[src/rtl/game_pkg.sv]
// Shared types and constants for the memory-game symbol generator.
// SEED_CAPTURE_EN (optional) is consumed by simon_sequence_gen.
package game_pkg;

  typedef logic [1:0] sym_t;

  localparam int          GAME_DEPTH        = 100;
  localparam logic [15:0] LFSR_MASK         = 16'hB400;
  localparam logic [15:0] LFSR_DEFAULT_SEED = 16'hACE1;

  typedef enum logic [1:0] {
    ST_IDLE,
    ST_GEN1,
    ST_GEN2
  } gen_state_e;

  function automatic logic [15:0] lfsr_next(input logic [15:0] s);
    return s[0] ? ((s >> 1) ^ LFSR_MASK) : (s >> 1);
  endfunction

  // An all-zero Galois LFSR is stuck forever.
  function automatic logic [15:0] seed_fix(input logic [15:0] s);
    return (s == 16'h0000) ? LFSR_DEFAULT_SEED : s;
  endfunction

endpackage

[src/rtl/simon_sequence_gen_lfsr16.sv]
// 16-bit right-shift Galois LFSR with load and zero-seed substitution.
// Load has priority over step; bit_o is the bit emitted by the next step.
module lfsr16
  import game_pkg::*;
#(
  parameter logic [15:0] SEED = LFSR_DEFAULT_SEED
) (
  input  logic        clk,
  input  logic        rst_n,
  input  logic        load,
  input  logic [15:0] load_value,
  input  logic        step,
  output logic [15:0] state_o,
  output logic        bit_o
);

  logic [15:0] state_q;
  logic [15:0] state_d;

  always_comb begin
    state_d = state_q;
    if (load) begin
      state_d = seed_fix(load_value);
    end else if (step) begin
      state_d = lfsr_next(state_q);
    end
  end

  always_ff @(posedge clk) begin
    if (!rst_n) begin
      state_q <= seed_fix(SEED);
    end else begin
      state_q <= state_d;
    end
  end

  assign state_o = state_q;
  assign bit_o   = state_q[0];

endmodule

[src/rtl/simon_sequence_gen.sv]
// Pseudo-random 2-bit symbol sequence store for the four-key memory game.
// Define SEED_CAPTURE_EN to seed each game from a free-running counter.
module simon_sequence_gen
  import game_pkg::*;
#(
  parameter int          DEPTH = GAME_DEPTH,
  parameter logic [15:0] SEED  = LFSR_DEFAULT_SEED
) (
  input  logic       clk,
  input  logic       rst_n,
  input  logic       start,
  input  logic       extend,
  input  logic [7:0] rd_idx,
  output logic [1:0] rd_sym,
  output logic [7:0] length,
  output logic       busy,
  output logic       done,
  output logic       full
);

  localparam int         AW      = (DEPTH > 1) ? $clog2(DEPTH) : 1;
  localparam logic [7:0] DEPTH_L = 8'(DEPTH);

  gen_state_e  state_q;
  logic [7:0]  length_q;
  logic        busy_q;
  logic        done_q;
  logic        full_q;
  logic        msb_q;
  sym_t        rd_sym_q;
  sym_t        store_q [DEPTH];

  logic [15:0] seed_val;
  logic [15:0] lfsr_q;
  logic        lfsr_bit;
  logic        lfsr_step;
  logic        unused_lfsr;
  sym_t        sym_d;
  logic        wr_en;

`ifdef SEED_CAPTURE_EN
  logic [15:0] cnt_q;

  always_ff @(posedge clk) begin
    if (!rst_n) begin
      cnt_q <= 16'h0000;
    end else begin
      cnt_q <= cnt_q + 16'h0001;
    end
  end

  assign seed_val = cnt_q;
`else
  assign seed_val = SEED;
`endif

  assign lfsr_step = !start && (state_q != ST_IDLE);

  lfsr16 #(
    .SEED(SEED)
  ) u_lfsr (
    .clk       (clk),
    .rst_n     (rst_n),
    .load      (start),
    .load_value(seed_val),
    .step      (lfsr_step),
    .state_o   (lfsr_q),
    .bit_o     (lfsr_bit)
  );

  assign unused_lfsr = ^lfsr_q;

  assign sym_d = {msb_q, lfsr_bit};
  assign wr_en = !start && (state_q == ST_GEN2)
              && (length_q < DEPTH_L);

  always_ff @(posedge clk) begin
    if (!rst_n) begin
      state_q  <= ST_IDLE;
      length_q <= 8'd0;
      busy_q   <= 1'b0;
      done_q   <= 1'b0;
      full_q   <= 1'b0;
      msb_q    <= 1'b0;
    end else begin
      done_q <= 1'b0;
      if (start) begin
        state_q  <= ST_GEN1;
        length_q <= 8'd0;
        full_q   <= 1'b0;
        busy_q   <= 1'b1;
      end else begin
        unique case (state_q)
          ST_IDLE: begin
            if (extend && !full_q) begin
              state_q <= ST_GEN1;
              busy_q  <= 1'b1;
            end
          end
          ST_GEN1: begin
            msb_q   <= lfsr_bit;
            state_q <= ST_GEN2;
          end
          ST_GEN2: begin
            state_q <= ST_IDLE;
            busy_q  <= 1'b0;
            done_q  <= 1'b1;
            if (length_q < DEPTH_L) begin
              length_q <= length_q + 8'd1;
            end
            full_q <= (length_q >= DEPTH_L - 8'd1);
          end
          default: begin
            state_q <= ST_IDLE;
            busy_q  <= 1'b0;
          end
        endcase
      end
    end
  end

  // Store needs no reset: every read is gated by length.
  always_ff @(posedge clk) begin
    if (rst_n && wr_en) begin
      store_q[length_q[AW-1:0]] <= sym_d;
    end
  end

  always_ff @(posedge clk) begin
    if (!rst_n) begin
      rd_sym_q <= 2'b00;
    end else if (rd_idx < length_q) begin
      rd_sym_q <= store_q[rd_idx[AW-1:0]];
    end else begin
      rd_sym_q <= 2'b00;
    end
  end

  assign rd_sym = rd_sym_q;
  assign length = length_q;
  assign busy   = busy_q;
  assign done   = done_q;
  assign full   = full_q;

endmodule

[config.mk]
export PLATFORM = sky130hd
export DESIGN_NAME = simon_sequence_gen
export DESIGN_NICKNAME = d
export VERILOG_FILES = /design/src/rtl/game_pkg.sv /design/src/rtl/simon_sequence_gen_lfsr16.sv /design/src/rtl/simon_sequence_gen.sv
export SDC_FILE = /design/constraint.sdc
export NUM_CORES = 1
export LEC_CHECK = 0
export BUFFER_PORTS_ARGS = -buffer_cell sky130_fd_sc_hd__buf_2
export CORE_MARGIN = 3
export CORE_UTILIZATION = 30
export DETAILED_ROUTE_END_ITERATION = 8
export PLACE_DENSITY = 0.48
export SLEW_MARGIN = 40
export SYNTH_ARGS = -nofsm -noshare
export SYNTH_HDL_FRONTEND = slang
export SYNTH_SLANG_ARGS = --single-unit
[constraint.sdc]
create_clock -name clk -period 2.5 [get_ports clk]
set_input_delay 0.5 -clock clk [delete_from_list [all_inputs] [get_ports clk]]
set_output_delay 0.5 -clock clk [all_outputs]
set_load 0.03 [all_outputs]
==> metrics.md <==
| Metric | Value |
|---|---|
| TritonCTS clock tree | `done` |
| Syn_nets | `703` |
| Final antenna diode count | `0` |
| Hold slack final | `263 ps` |
| Met2 Usage GRT | `0.206` |
| Placed wire-length estimate after detailed placement | `15800 um` |
| Clock-pin slew of the registers on the worst-case setup and hold paths | `60 ps` |
| # placed instances | `1154` |
| Number of CTS-inserted buffers | `25` |
| GRT overflow | `0` |
| Worst min path class | `input port to flop` |
| Number of warnings issued by yosys | `0` |
| Number of buffers inserted to repair setup after CTS | `0` |
| Final weighted congestion of routability-driven global placement | `0.763` |
| Syn Std Cell Area | `9940 um^2` |
| Reg2reg end | `store_q[30][1]` |
| Transition at the pin with the smallest max-transition slack | `673 ps` |
| Worst setup slack after layout | `214 ps` |
| Core area | `32600 um^2` |
| Destination of the worst hold path | `state_q[0]` |
| Filler instances | `3146` |
| Most frequent cells in the layout | `sky130_fd_sc_hd__edfxtp_1 (200), sky130_fd_sc_hd__nor2_1 (133), sky130_fd_sc_hd__nand2_1 (51)` |
| DRC violation count after routing | `0` |
| Wire per inst | `19.7 um` |
| GRT met1 Usage | `0.201` |
| Number of nets in the finished design | `759` |
| Type of the setup path with the least slack | `flop to flop` |
| Library cell appearing most often on the critical path | `sky130_fd_sc_hd__buf_4` |
| Number of global-route vias before repair | `5913` |
| Data arrival time of the critical path | `2520 ps` |
| Layout Area Growth over Synthesis | `16.4%` |
| Portion of the clock cycle consumed by the worst path in the final layout | `0.914` |
| Max H-tree Level | `1` |
| Final Max Tran Viols | `0` |
| Worst Reg-to-Reg Cells | `6` |
| Busiest layer in global routing | `met2` |
| Sequential area share after synthesis | `0.668` |
| Start point of the worst hold path | `rst_n` |
| Pin count of the biggest net entering global routing | `101` |
| Nature of the critical path startpoint | `flop` |
| Via count | `5820` |
| Post-synth EDFFs | `200` |
| Place WS | `-3.63 ps` |
| Cell Rows | `66` |
| Most common cell after layout, fill and taps aside | `sky130_fd_sc_hd__edfxtp_1` |
| Critical path's largest stage delay | `550 ps` |
| Number of setup violations in the final report | `0` |
| Share of synthesized registers carrying an async set or reset | `0` |
| Boundary pin count | `25` |
| Worst path slowest cell | `sky130_fd_sc_hd__or3_1` |
| Clock network latency to the later pin of the worst-skew pair | `520 ps` |
| Register-to-Register Setup Slack | `210 ps` |
| Number of buffers inserted by hold repair at cts | `0` |
| Register bit count reported by yosys | `232` |
| Clock root cell | `sky130_fd_sc_hd__clkbuf_16` |
| Unrepaired setup endpoints after global routing | `no` |
| Floorplan die height | `188 um` |
| Detailed router's first-iteration violation count | `476` |
| Final core utilization | `0.355` |
| Yosys cell types | `56` |
| Instance count along the most critical hold path | `2` |
| Area of the die | `35400 um^2` |
| Number of buffers on the longest clock path | `3` |
| Number of hold-slack violations in the final timing report | `0` |
| Minimum clock period | `2290 ps` |
| Antenna Nets Post-Route | `0` |
| Buffers added on ports | `24` |
| Share of layout cells above drive strength 1 | `0.188` |
| Max-cap violations | `0` |
| Width of the die | `188 um` |
| Routing usage on met3 | `0.0187` |
| Vias per cell | `4.85` |
| Primary FF master, synth | `sky130_fd_sc_hd__edfxtp_1` |
| Total track usage | `0.134` |
| Run status | `finished, final reports clean` |
| Critical-path maximum fanout | `8` |
| Largest delay contributor family on the critical path | `simple AND/OR/NAND/NOR gates` |
| Antenna violations before repair | `0` |
| Detailed-routing iteration count for the pre-antenna-repair pass | `5` |
| First-pass GRT wire length | `36500 um` |
| Starting Density | `0.305` |
| Power per cell area | `717 nW/um^2` |
| Resized Gates After CTS | `0` |
| Detailed Route WL | `23600 um` |
| Clock net sink count | `232` |
| Critical Path RT | `2730 ps` |
| Peak clock frequency supported by timing | `0.437 GHz` |
| Largest clock skew in the final design | `13.2 ps` |
| Cell-by-cell trace of the critical path | `buf_4, clkinv_1, or3_1, nand2b_1, nor4_1, buf_4` |
| P_leak | `0.00382 uW` |
| Non-filler instance count after layout | `1199` |
| WP buf/inv | `3` |
| Final total negative setup slack | `0 ps` |
| Worst IR drop on VDD | `0.427 mV` |
| Slew HR | `0.551` |
| Reg2reg start | `length[2]` |
| Crit. End Element | `flop` |
| Gate count of the mapped netlist | `683` |
| Mean Syn Cell Area | `14.6 um^2` |
==> worst max-delay path by stage <==
stage | end | cells after the start | startpoint | slack [ps]
floorplan | store_q[30][0] | 6 | length[2] | 220
global placement | rd_sym[1] | 7 | rd_idx[0] | 3
detailed placement | rd_sym[1] | 7 | rd_idx[0] | -4
CTS | store_q[30][1] | 6 | length[2] | 200
global route | store_q[30][1] | 6 | length[2] | 90
finish | store_q[30][1] | 6 | length[2] | 210
==> sequential cells by signal (all words and copies together), names as in the netlist <==
name / flops
u_lfsr.state_o: 16
length: 8
full: 1
busy: 1
state_q: 2
msb_q: 1
rd_sym: 2
store_q: 200
done: 1
==> kinds of logic after synthesis <==
group	count (synthesis)	share of synthesized area
adders and majority gates	8	0.0101
buffers and inverters	47	0.0310
DFF	232	0.668
AOI/OAI and AO/OA	67	0.0467
xor gates and xnor gates	7	0.00617
and+or+nand+nor	244	0.110
muxes	78	0.128
==> cell usage after synthesis, types with 2 or more instances <==
| cell type | n | area (um^2) |
|---|---|---|
| sky130_fd_sc_hd__edfxtp_1 | 200 | 6010 |
| sky130_fd_sc_hd__nor2_1 | 133 | 499 |
| sky130_fd_sc_hd__nand2_1 | 51 | 191 |
| sky130_fd_sc_hd__mux2i_1 | 42 | 420 |
| sky130_fd_sc_hd__dfxtp_1 | 32 | 641 |
| sky130_fd_sc_hd__mux4_2 | 21 | 473 |
| sky130_fd_sc_hd__nand3_1 | 19 | 95.1 |
| sky130_fd_sc_hd__a21oi_1 | 18 | 90.1 |
| sky130_fd_sc_hd__clkbuf_1 | 14 | 52.6 |
| sky130_fd_sc_hd__mux4_1 | 14 | 368 |
| sky130_fd_sc_hd__a22oi_1 | 10 | 75.1 |
| sky130_fd_sc_hd__buf_2 | 9 | 45.0 |
| sky130_fd_sc_hd__buf_6 | 8 | 90.1 |
| sky130_fd_sc_hd__ha_1 | 8 | 100 |
| sky130_fd_sc_hd__inv_1 | 7 | 26.3 |
| sky130_fd_sc_hd__nand2b_1 | 7 | 43.8 |
| sky130_fd_sc_hd__a211oi_1 | 6 | 45.0 |
| sky130_fd_sc_hd__nand4_1 | 6 | 37.5 |
| sky130_fd_sc_hd__nor2b_1 | 6 | 37.5 |
| sky130_fd_sc_hd__o21ai_0 | 5 | 25.0 |
| sky130_fd_sc_hd__xnor2_1 | 5 | 43.8 |
| sky130_fd_sc_hd__nand3b_1 | 4 | 30.0 |
| sky130_fd_sc_hd__or3_1 | 4 | 25.0 |
| sky130_fd_sc_hd__a21o_1 | 3 | 22.5 |
| sky130_fd_sc_hd__buf_12 | 3 | 60.1 |
| sky130_fd_sc_hd__buf_4 | 3 | 22.5 |
| sky130_fd_sc_hd__nand4_2 | 3 | 37.5 |
| sky130_fd_sc_hd__o211ai_1 | 3 | 22.5 |
| sky130_fd_sc_hd__o21a_1 | 3 | 22.5 |
| sky130_fd_sc_hd__a21boi_0 | 2 | 15.0 |
| sky130_fd_sc_hd__a221oi_1 | 2 | 17.5 |
| sky130_fd_sc_hd__a31o_2 | 2 | 17.5 |
| sky130_fd_sc_hd__a31oi_1 | 2 | 12.5 |
| sky130_fd_sc_hd__and3_1 | 2 | 12.5 |
| sky130_fd_sc_hd__nor4_1 | 2 | 12.5 |
| sky130_fd_sc_hd__o22ai_1 | 2 | 12.5 |
| sky130_fd_sc_hd__or2_2 | 2 | 12.5 |
| sky130_fd_sc_hd__xor2_1 | 2 | 17.5 |
==> layer usage <==
metal / vias up / wire, um
met5: - / 0
met4: 0 / 376
met3: 27 / 1160
met2: 154 / 10600
met1: 2937 / 11500
li1: 2702 / -
==> power breakdown <==
part,internal (uW),switching (uW)
registers,4220,25.7
clock network,2140,1500
logic,172,244
total,6530,1770
==> per-stage QoR <==
stage / area, um^2 / total power, uW
after CTS: 11600 / 8400
after detailed placement: 10800 / 4750
final: 11600 / 8300
after floorplan: 9940 / 4610
after global placement: 10800 / 4750
after global routing: 11600 / 8570
==> final cells by class <==
type	count	area, um^2	share of cell area
Inverter	9	33.8	0.00292
Timing Repair Buffer	67	546	0.0471
Clock inverter	18	171	0.0148
Clock buffer	27	633	0.0547
Multi-Input combinational cell	404	2990	0.258
Tap cell	442	553	0.0478
Sequential cell	232	6650	0.575
Note: power is estimated with default switching activity, not from simulation.
